==> src/rtl/elevator_call_latch_if.sv <==
// Bundles the signals between the call latch and its neighbours:
// buttons and car status go in, and the selected call and pending set come out.
interface elevator_call_latch_if #(
  parameter int NUM_FLOORS = 4
);
  logic [NUM_FLOORS-1:0] btn;
  logic [NUM_FLOORS-1:0] cur_floor;
  logic                  car_idle;
  logic                  served;
  logic [NUM_FLOORS-1:0] call_out;
  logic                  call_valid;
  logic [NUM_FLOORS-1:0] pending;
  logic                  dir_up;

  modport master (
    output btn, cur_floor, car_idle, served,
    input  call_out, call_valid, pending, dir_up
  );

  modport slave (
    input  btn, cur_floor, car_idle, served,
    output call_out, call_valid, pending, dir_up
  );
endinterface

==> src/rtl/elevator_call_latch.sv <==
// Floor call front end: synchronises and debounces the buttons, latches presses as
// pending calls, and picks the next call to serve in SCAN order.
module elevator_call_latch #(
  parameter int NUM_FLOORS      = 4,
  parameter int DEBOUNCE_CYCLES = 1000000,
  parameter int CNT_W           = 20
) (
  input  logic                 clk,
  input  logic                 rst_n,
  elevator_call_latch_if.slave call_if
);

  localparam logic [CNT_W-1:0]      CNT_LAST = CNT_W'(DEBOUNCE_CYCLES - 1);
  localparam logic [CNT_W-1:0]      CNT_ONE  = CNT_W'(1);
  localparam logic [NUM_FLOORS-1:0] FL_ONE   = NUM_FLOORS'(1);

  typedef enum logic [1:0] {S_IDLE, S_UP, S_DN} state_t;

  logic [NUM_FLOORS-1:0] sync1_q, sync2_q;
  logic [NUM_FLOORS-1:0] level_q, level_d, level_prev_q;
  logic [CNT_W-1:0]      cnt_q [NUM_FLOORS];
  logic [CNT_W-1:0]      cnt_d [NUM_FLOORS];

  logic [NUM_FLOORS-1:0] pending_q, pending_d;
  logic [NUM_FLOORS-1:0] call_q, call_d, call_sel;
  logic                  valid_q, valid_d;
  logic                  dir_q, dir_d, dir_sel;
  state_t                state_q, state_d;

  logic                  cur_valid;
  logic [NUM_FLOORS-1:0] rise, set_mask, clr_mask;
  logic [NUM_FLOORS-1:0] below_mask, above_mask, pend_above, pend_below;

  function automatic logic [NUM_FLOORS-1:0] lowest_bit(input logic [NUM_FLOORS-1:0] x);
    logic [NUM_FLOORS-1:0] r;
    r = '0;
    for (int i = NUM_FLOORS - 1; i >= 0; i--) begin
      if (x[i]) begin
        r    = '0;
        r[i] = 1'b1;
      end
    end
    return r;
  endfunction

  function automatic logic [NUM_FLOORS-1:0] highest_bit(input logic [NUM_FLOORS-1:0] x);
    logic [NUM_FLOORS-1:0] r;
    r = '0;
    for (int i = 0; i < NUM_FLOORS; i++) begin
      if (x[i]) begin
        r    = '0;
        r[i] = 1'b1;
      end
    end
    return r;
  endfunction

  // Debounce: accept the synchronised level only after it has differed for DEBOUNCE_CYCLES.
  genvar gi;
  generate
    for (gi = 0; gi < NUM_FLOORS; gi++) begin : g_btn
      logic differ, expire;
      assign differ      = sync2_q[gi] != level_q[gi];
      assign expire      = differ && (cnt_q[gi] == CNT_LAST);
      assign level_d[gi] = expire ? sync2_q[gi] : level_q[gi];
      assign cnt_d[gi]   = (!differ || expire) ? '0 : cnt_q[gi] + CNT_ONE;
    end
  endgenerate

  always_ff @(posedge clk or negedge rst_n) begin
    if (!rst_n) begin
      sync1_q      <= '0;
      sync2_q      <= '0;
      level_q      <= '0;
      level_prev_q <= '0;
      for (int i = 0; i < NUM_FLOORS; i++) cnt_q[i] <= '0;
    end else begin
      sync1_q      <= call_if.btn;
      sync2_q      <= sync1_q;
      level_q      <= level_d;
      level_prev_q <= level_q;
      for (int i = 0; i < NUM_FLOORS; i++) cnt_q[i] <= cnt_d[i];
    end
  end

  // A clear on the served floor overrides a press arriving in the same cycle.
  always_comb begin
    cur_valid = $onehot(call_if.cur_floor);
    rise      = level_q & ~level_prev_q;
    set_mask  = rise & ~(call_if.car_idle ? call_if.cur_floor : '0);
    clr_mask  = (call_if.served && cur_valid) ? call_if.cur_floor : '0;
    pending_d = (pending_q | set_mask) & ~clr_mask;
  end

  always_comb begin
    below_mask = call_if.cur_floor - FL_ONE;
    above_mask = ~(below_mask | call_if.cur_floor);
    pend_above = pending_q & above_mask;
    pend_below = pending_q & below_mask;

    state_d  = state_q;
    call_sel = call_q;
    dir_sel  = dir_q;

    unique case (state_q)
      S_IDLE: begin
        call_sel = '0;
        if (|pending_q) state_d = (|pend_above) ? S_UP : S_DN;
      end
      S_UP: begin
        if (|pend_above) begin
          call_sel = lowest_bit(pend_above);
          dir_sel  = 1'b1;
        end else begin
          call_sel = '0;
          state_d  = (|pend_below) ? S_DN : S_IDLE;
        end
      end
      S_DN: begin
        if (|pend_below) begin
          call_sel = highest_bit(pend_below);
          dir_sel  = 1'b0;
        end else begin
          call_sel = '0;
          state_d  = (|pend_above) ? S_UP : S_IDLE;
        end
      end
      default: state_d = S_IDLE;
    endcase

    // Position unknown: freeze the scan. Car moving: freeze what the controller sees.
    if (!cur_valid) state_d = state_q;

    if (call_if.car_idle && cur_valid) begin
      call_d  = call_sel;
      valid_d = |call_sel;
      dir_d   = dir_sel;
    end else begin
      call_d  = call_q;
      valid_d = valid_q;
      dir_d   = dir_q;
    end
  end

  always_ff @(posedge clk or negedge rst_n) begin
    if (!rst_n) begin
      pending_q <= '0;
      call_q    <= '0;
      valid_q   <= 1'b0;
      dir_q     <= 1'b1;
      state_q   <= S_IDLE;
    end else begin
      pending_q <= pending_d;
      call_q    <= call_d;
      valid_q   <= valid_d;
      dir_q     <= dir_d;
      state_q   <= state_d;
    end
  end

  assign call_if.pending    = pending_q;
  assign call_if.call_out   = call_q;
  assign call_if.call_valid = valid_q;
  assign call_if.dir_up     = dir_q;

endmodule
==> src/flat_wrapper.sv <==
// flat-port wrapper written by rule: the top's interface ports become plain ports
module elevator_call_latch_flat 
#(
  parameter int NUM_FLOORS      = 4,
  parameter int DEBOUNCE_CYCLES = 1000000,
  parameter int CNT_W           = 20
)
  (clk, rst_n, call_if_btn, call_if_cur_floor, call_if_car_idle, call_if_served, call_if_call_out, call_if_call_valid, call_if_pending, call_if_dir_up);
  elevator_call_latch_if #(.NUM_FLOORS(NUM_FLOORS)) call_if_i ();
  input  logic clk;
  input  logic rst_n;
  input wire logic [$bits(call_if_i.btn)-1:0] call_if_btn;
  input wire logic [$bits(call_if_i.cur_floor)-1:0] call_if_cur_floor;
  input wire logic [$bits(call_if_i.car_idle)-1:0] call_if_car_idle;
  input wire logic [$bits(call_if_i.served)-1:0] call_if_served;
  output wire logic [$bits(call_if_i.call_out)-1:0] call_if_call_out;
  output wire logic [$bits(call_if_i.call_valid)-1:0] call_if_call_valid;
  output wire logic [$bits(call_if_i.pending)-1:0] call_if_pending;
  output wire logic [$bits(call_if_i.dir_up)-1:0] call_if_dir_up;
  assign call_if_i.btn = call_if_btn;
  assign call_if_i.cur_floor = call_if_cur_floor;
  assign call_if_i.car_idle = call_if_car_idle;
  assign call_if_i.served = call_if_served;
  assign call_if_call_out = call_if_i.call_out;
  assign call_if_call_valid = call_if_i.call_valid;
  assign call_if_pending = call_if_i.pending;
  assign call_if_dir_up = call_if_i.dir_up;
  elevator_call_latch #(.NUM_FLOORS(NUM_FLOORS), .DEBOUNCE_CYCLES(DEBOUNCE_CYCLES), .CNT_W(CNT_W)) u_core (.clk(clk), .rst_n(rst_n), .call_if(call_if_i));
endmodule
==> config.mk <==
export PLATFORM = sky130hd
export DESIGN_NAME = elevator_call_latch_flat
export DESIGN_NICKNAME = d
export VERILOG_FILES = /design/src/rtl/elevator_call_latch_if.sv /design/src/rtl/elevator_call_latch.sv /design/src/flat_wrapper.sv
export SDC_FILE = /design/constraint.sdc
export NUM_CORES = 1
export LEC_CHECK = 0
export ABC_AREA = 1
export BUFFER_PORTS_ARGS = -buffer_cell sky130_fd_sc_hd__buf_2
export CELL_PAD_IN_SITES_DETAIL_PLACEMENT = 1
export CELL_PAD_IN_SITES_GLOBAL_PLACEMENT = 1
export CORE_MARGIN = 10
export CORE_UTILIZATION = 47
export DETAILED_ROUTE_END_ITERATION = 16
export GPL_ROUTABILITY_DRIVEN = 0
export HOLD_SLACK_MARGIN = 0.15
export PLACE_DENSITY = 0.83
export SYNTH_ARGS = -nofsm -noshare
export SYNTH_HDL_FRONTEND = slang
export SYNTH_SLANG_ARGS = --single-unit
==> constraint.sdc <==
create_clock -name clk -period 1.9 [get_ports clk]
set_input_delay 0.095 -clock clk [delete_from_list [all_inputs] [get_ports clk]]
set_output_delay 0.095 -clock clk [all_outputs]
set_load 0.005 [all_outputs]
==> run_results.csv <==
group,metric,value,unit
run_status,status,"complete, no violations",
synth,synthCells,775,
timing,worst_pin_slew,0.4534,ns
drt,drt_iter0_drc,235,
grt,grt_max_degree,53,
pwr,ir_worst_vdd,0.0003475,V
synth,yosysUniqueCellTypes,33,
timing,whs,0.1641,ns
finish,final-seq-area,0.002704,mm²
synth,syn-num-nets,803,
drt,vias,5135,
timing,setup_slack,0.1668,ns
drt,drt-wirelength-per-cell,15.60,µm
setup_path,crit_fanout,20,
timing,hold_violations,0,
clocking,cts_sinks,108,
timing,clock-skew-final,0.01130,ns
synth,synthesis.area,0.006003,mm²
drt,drc,0,
floorplanning,rows,41,
setup_path,crit_path_end_kind,"register",
setup_path,cp-start-kind,"register",
pwr,p_sw_share,28.10,%
grt,grt_pass1_wl,26.72,mm
grt,grt_pass1_vias,5567,
floorplanning,die_height,133.0,µm
synth,ys.warnings.count,0,
synth,synth-seq-cells,108,
floorplanning,core-area,0.01257,mm²
clocking,cts_tree,"yes",
placed_design,dp_cells,975,
grt,antenna_found_initial,0,
placed_design,pre_cts_ws,-0.3019,ns
drt,routed_wl,15.53,mm
clocking,cts_post_setup_buffers_inserted,0,
drt,postRouteAntennaNets,0,
floorplanning,die_x,133.0,µm
grt,grt_overflow,0,
placed_design,placement.io_buffers,21,
timing,drv_slew,0,
pwr,internal_power,3.710,mW
timing,fmax,577.0,MHz
pwr,sequentialPowerShare,48.8,%
clocking,cts.path.max_buffers,2,
synth,avgSynthCellArea,7.746,µm²
grt,grt_usage,18.09,%
pwr,p_sw,1.450,mW
finish,n_fill_cell,1599,
setup_path,worstSetupPathType,"reg -> reg",
placed_design,dp_hpwl,11.60,mm
timing,rsz0062_at_grt,"false",
clocking,cts_root_buf,"clkbuf_16",
floorplanning,start_util,47.77,%
pwr,combinationalPowerShare,14.8,%
pwr,cellPowerDensity,764.2,mW/mm²
finish,multi_input_area,0.002972,mm²
clocking,cts_buffers,9,
drt,wl_met3,331,µm
floorplanning,dieArea,0.01769,mm²
finish,layout.nets,847,
timing,maxSlewHeadroom,69.67,%
drt,top_layer,"met4",
synth,ys_seq_area_share,45.04,%
pwr,power.leakage,2.853,nW
finish,drive_gt1_share,11.29,%
setup_path,cp_data_arrival_time,1.97,ns
hold_path,min_path_type,"in -> reg",
drt,firstDrtPassIters,4,
clocking,insertion_delay,0.36,ns
timing,period_needed,1.733,ns
finish,diodes,0,
timing,finalCritPeriodShare,91.22,%
finish,fin_util,53.72,%
finish,synthToLayoutAreaGrowth,12.46,%
floorplanning,io_pins,22,
timing,setup_viol,0,
finish,stdcell_count,996,
drt,met2_length,8.176,mm
setup_path,required,2.14,ns
clocking,clk_pin_slew_worst_paths,0.07,ns
clocking,cts.htree.levels,3,
pwr,clkPwrFrac,36.4,%
drt,via_per_inst,5.156,
job,cap_violations,0,
timing,tns,0,ns
drt,met1_length,6.792,mm
-- state kept, by name, summed over array words and instances (netlist names) --
register	cells
u_core.sync1_q	4
u_core.level_q	4
u_core.state_q	2
u_core.level_prev_q	4
u_core.sync2_q	4
u_core.call_if.call_out	4
u_core.call_if.call_valid	1
u_core.cnt_q	80
u_core.call_if.pending	4
u_core.call_if.dir_up	1
-- critical path, stage by stage (launching register included) --
cell and delay [ns]:
dfrtp_1 0.45, ha_1 0.29, inv_2 0.08, nor2_4 0.16, nand2_2 0.09, nor2_4 0.11, nand3_2 0.11, nand2_2 0.10
buf_12 0.16, nor2_1 0.07
-- metrics by stage --
stage,total power [mW],instance area [µm²]
global route,5.401,6751
global placement,3.258,6390
detailed placement,3.312,6390
floorplan,2.984,6006
CTS,5.188,6730
finish,5.159,6751
-- layout make-up --
type / count / share of cell area, %
multi-input combinational: 589 / 44.01
sequential: 108 / 40.05
inverter: 70 / 3.892
clock inverter: 3 / 0.2965
clock buffer: 13 / 4.003
timing repair buffer: 41 / 4.559
tap: 172 / 3.188
-- repair_timing --
action | in CTS | in global routing
hold endpoints to repair | 112 | 0
hold buffers | 5 | 0
gates resized for setup | 0 | 5
setup endpoints to repair | 0 | 8
-- layer usage --
layer	vias up	track usage, %
met5	-	0
met4	0	6.112
met3	23	2.460
met2	62	32.71
met1	2539	21.41
li1	2511	-
-- power groups by stage --
stage               registers, mW  clock network [mW]  logic (mW)
finish                       2.52                1.88       0.764
global route                 2.54                2.00       0.864
CTS                          2.52                1.91       0.765
detailed placement           2.56                   0       0.750
global placement             2.55                   0       0.706
floorplan                    2.54                   0       0.440
-- cells by family (layout without fill, tap and decap cells) --
kind of cell | after synthesis | count (layout) | share of synthesized area, %
AND/OR/NAND/NOR | 484 | 484 | 34.68
flip-flops | 108 | 108 | 45.04
buffers and inverters | 78 | 127 | 5.815
XOR/XNOR | 45 | 45 | 6.565
AO/OA/AOI/OAI | 43 | 43 | 4.252
adder cells (fa/ha/maj) | 16 | 16 | 3.460
multiplexers | 1 | 1 | 0.1876
-- path summary, 6_finish.rpt --
check	cells past startpoint	endpoint	startpoint	slack [ns]
max	9	u_core.cnt_q[53]	u_core.cnt_q[40]	0.17
min	4	u_core.call_if.pending[3]	call_if_car_idle	0.16
max reg2reg	9	u_core.cnt_q[53]	u_core.cnt_q[40]	0.17
min reg2reg	0	u_core.sync2_q[1]	u_core.sync1_q[1]	0.35
max in group asynchronous	3	u_core.cnt_q[73]	rst_n	1.04
min in group asynchronous	2	u_core.call_if.call_out[1]	rst_n	0.22
-- cells in the mapped netlist --
library cell / number / area [µm²]
nand3_1: 48 / 240.2
nor2_2: 12 / 75.07
or2_2: 4 / 25.02
buf_6: 5 / 56.30
a21oi_1: 8 / 40.04
nor2_1: 189 / 709.4
buf_12: 1 / 20.02
nand2_2: 5 / 31.28
o21bai_1: 9 / 67.56
nor2_4: 4 / 45.04
xnor2_1: 13 / 113.9
nor3_1: 1 / 5.000
dfstp_2: 1 / 26.28
nand3_2: 6 / 60.06
inv_2: 2 / 7.510
o22ai_1: 2 / 12.51
a211oi_1: 2 / 15.01
nand3b_1: 4 / 30.03
dfrtp_1: 107 / 2678
nand2_4: 2 / 22.52
inv_1: 68 / 255.2
a21boi_0: 1 / 7.510
nor3_2: 1 / 10.01
nor3_4: 1 / 16.27
nand4_1: 14 / 87.58
mux2_2: 1 / 11.26
ha_1: 15 / 187.7
fa_1: 1 / 20.02
nand2_1: 193 / 724.4
buf_2: 2 / 10.01
o21a_1: 3 / 22.52
xor2_1: 32 / 280.3
o21ai_0: 18 / 90.09
-- cells in the final DEF (no fill, tap or decap), types with 4 or more instances in the layout --
master / n
a21oi_1: 8
buf_2: 20
buf_4: 13
clkbuf_16: 9
dfrtp_1: 107
dlygate4sd3_1: 5
ha_1: 14
inv_1: 68
nand2_1: 193
nand2_2: 5
nand3_1: 48
nand3_2: 6
nand3b_1: 4
nand4_1: 14
nor2_1: 188
nor2_2: 13
nor2_4: 4
o21ai_0: 16
o21bai_1: 9
or2_2: 4
xnor2_1: 13
xor2_1: 32
No activity file was read; power rests on OpenSTA's default activity.
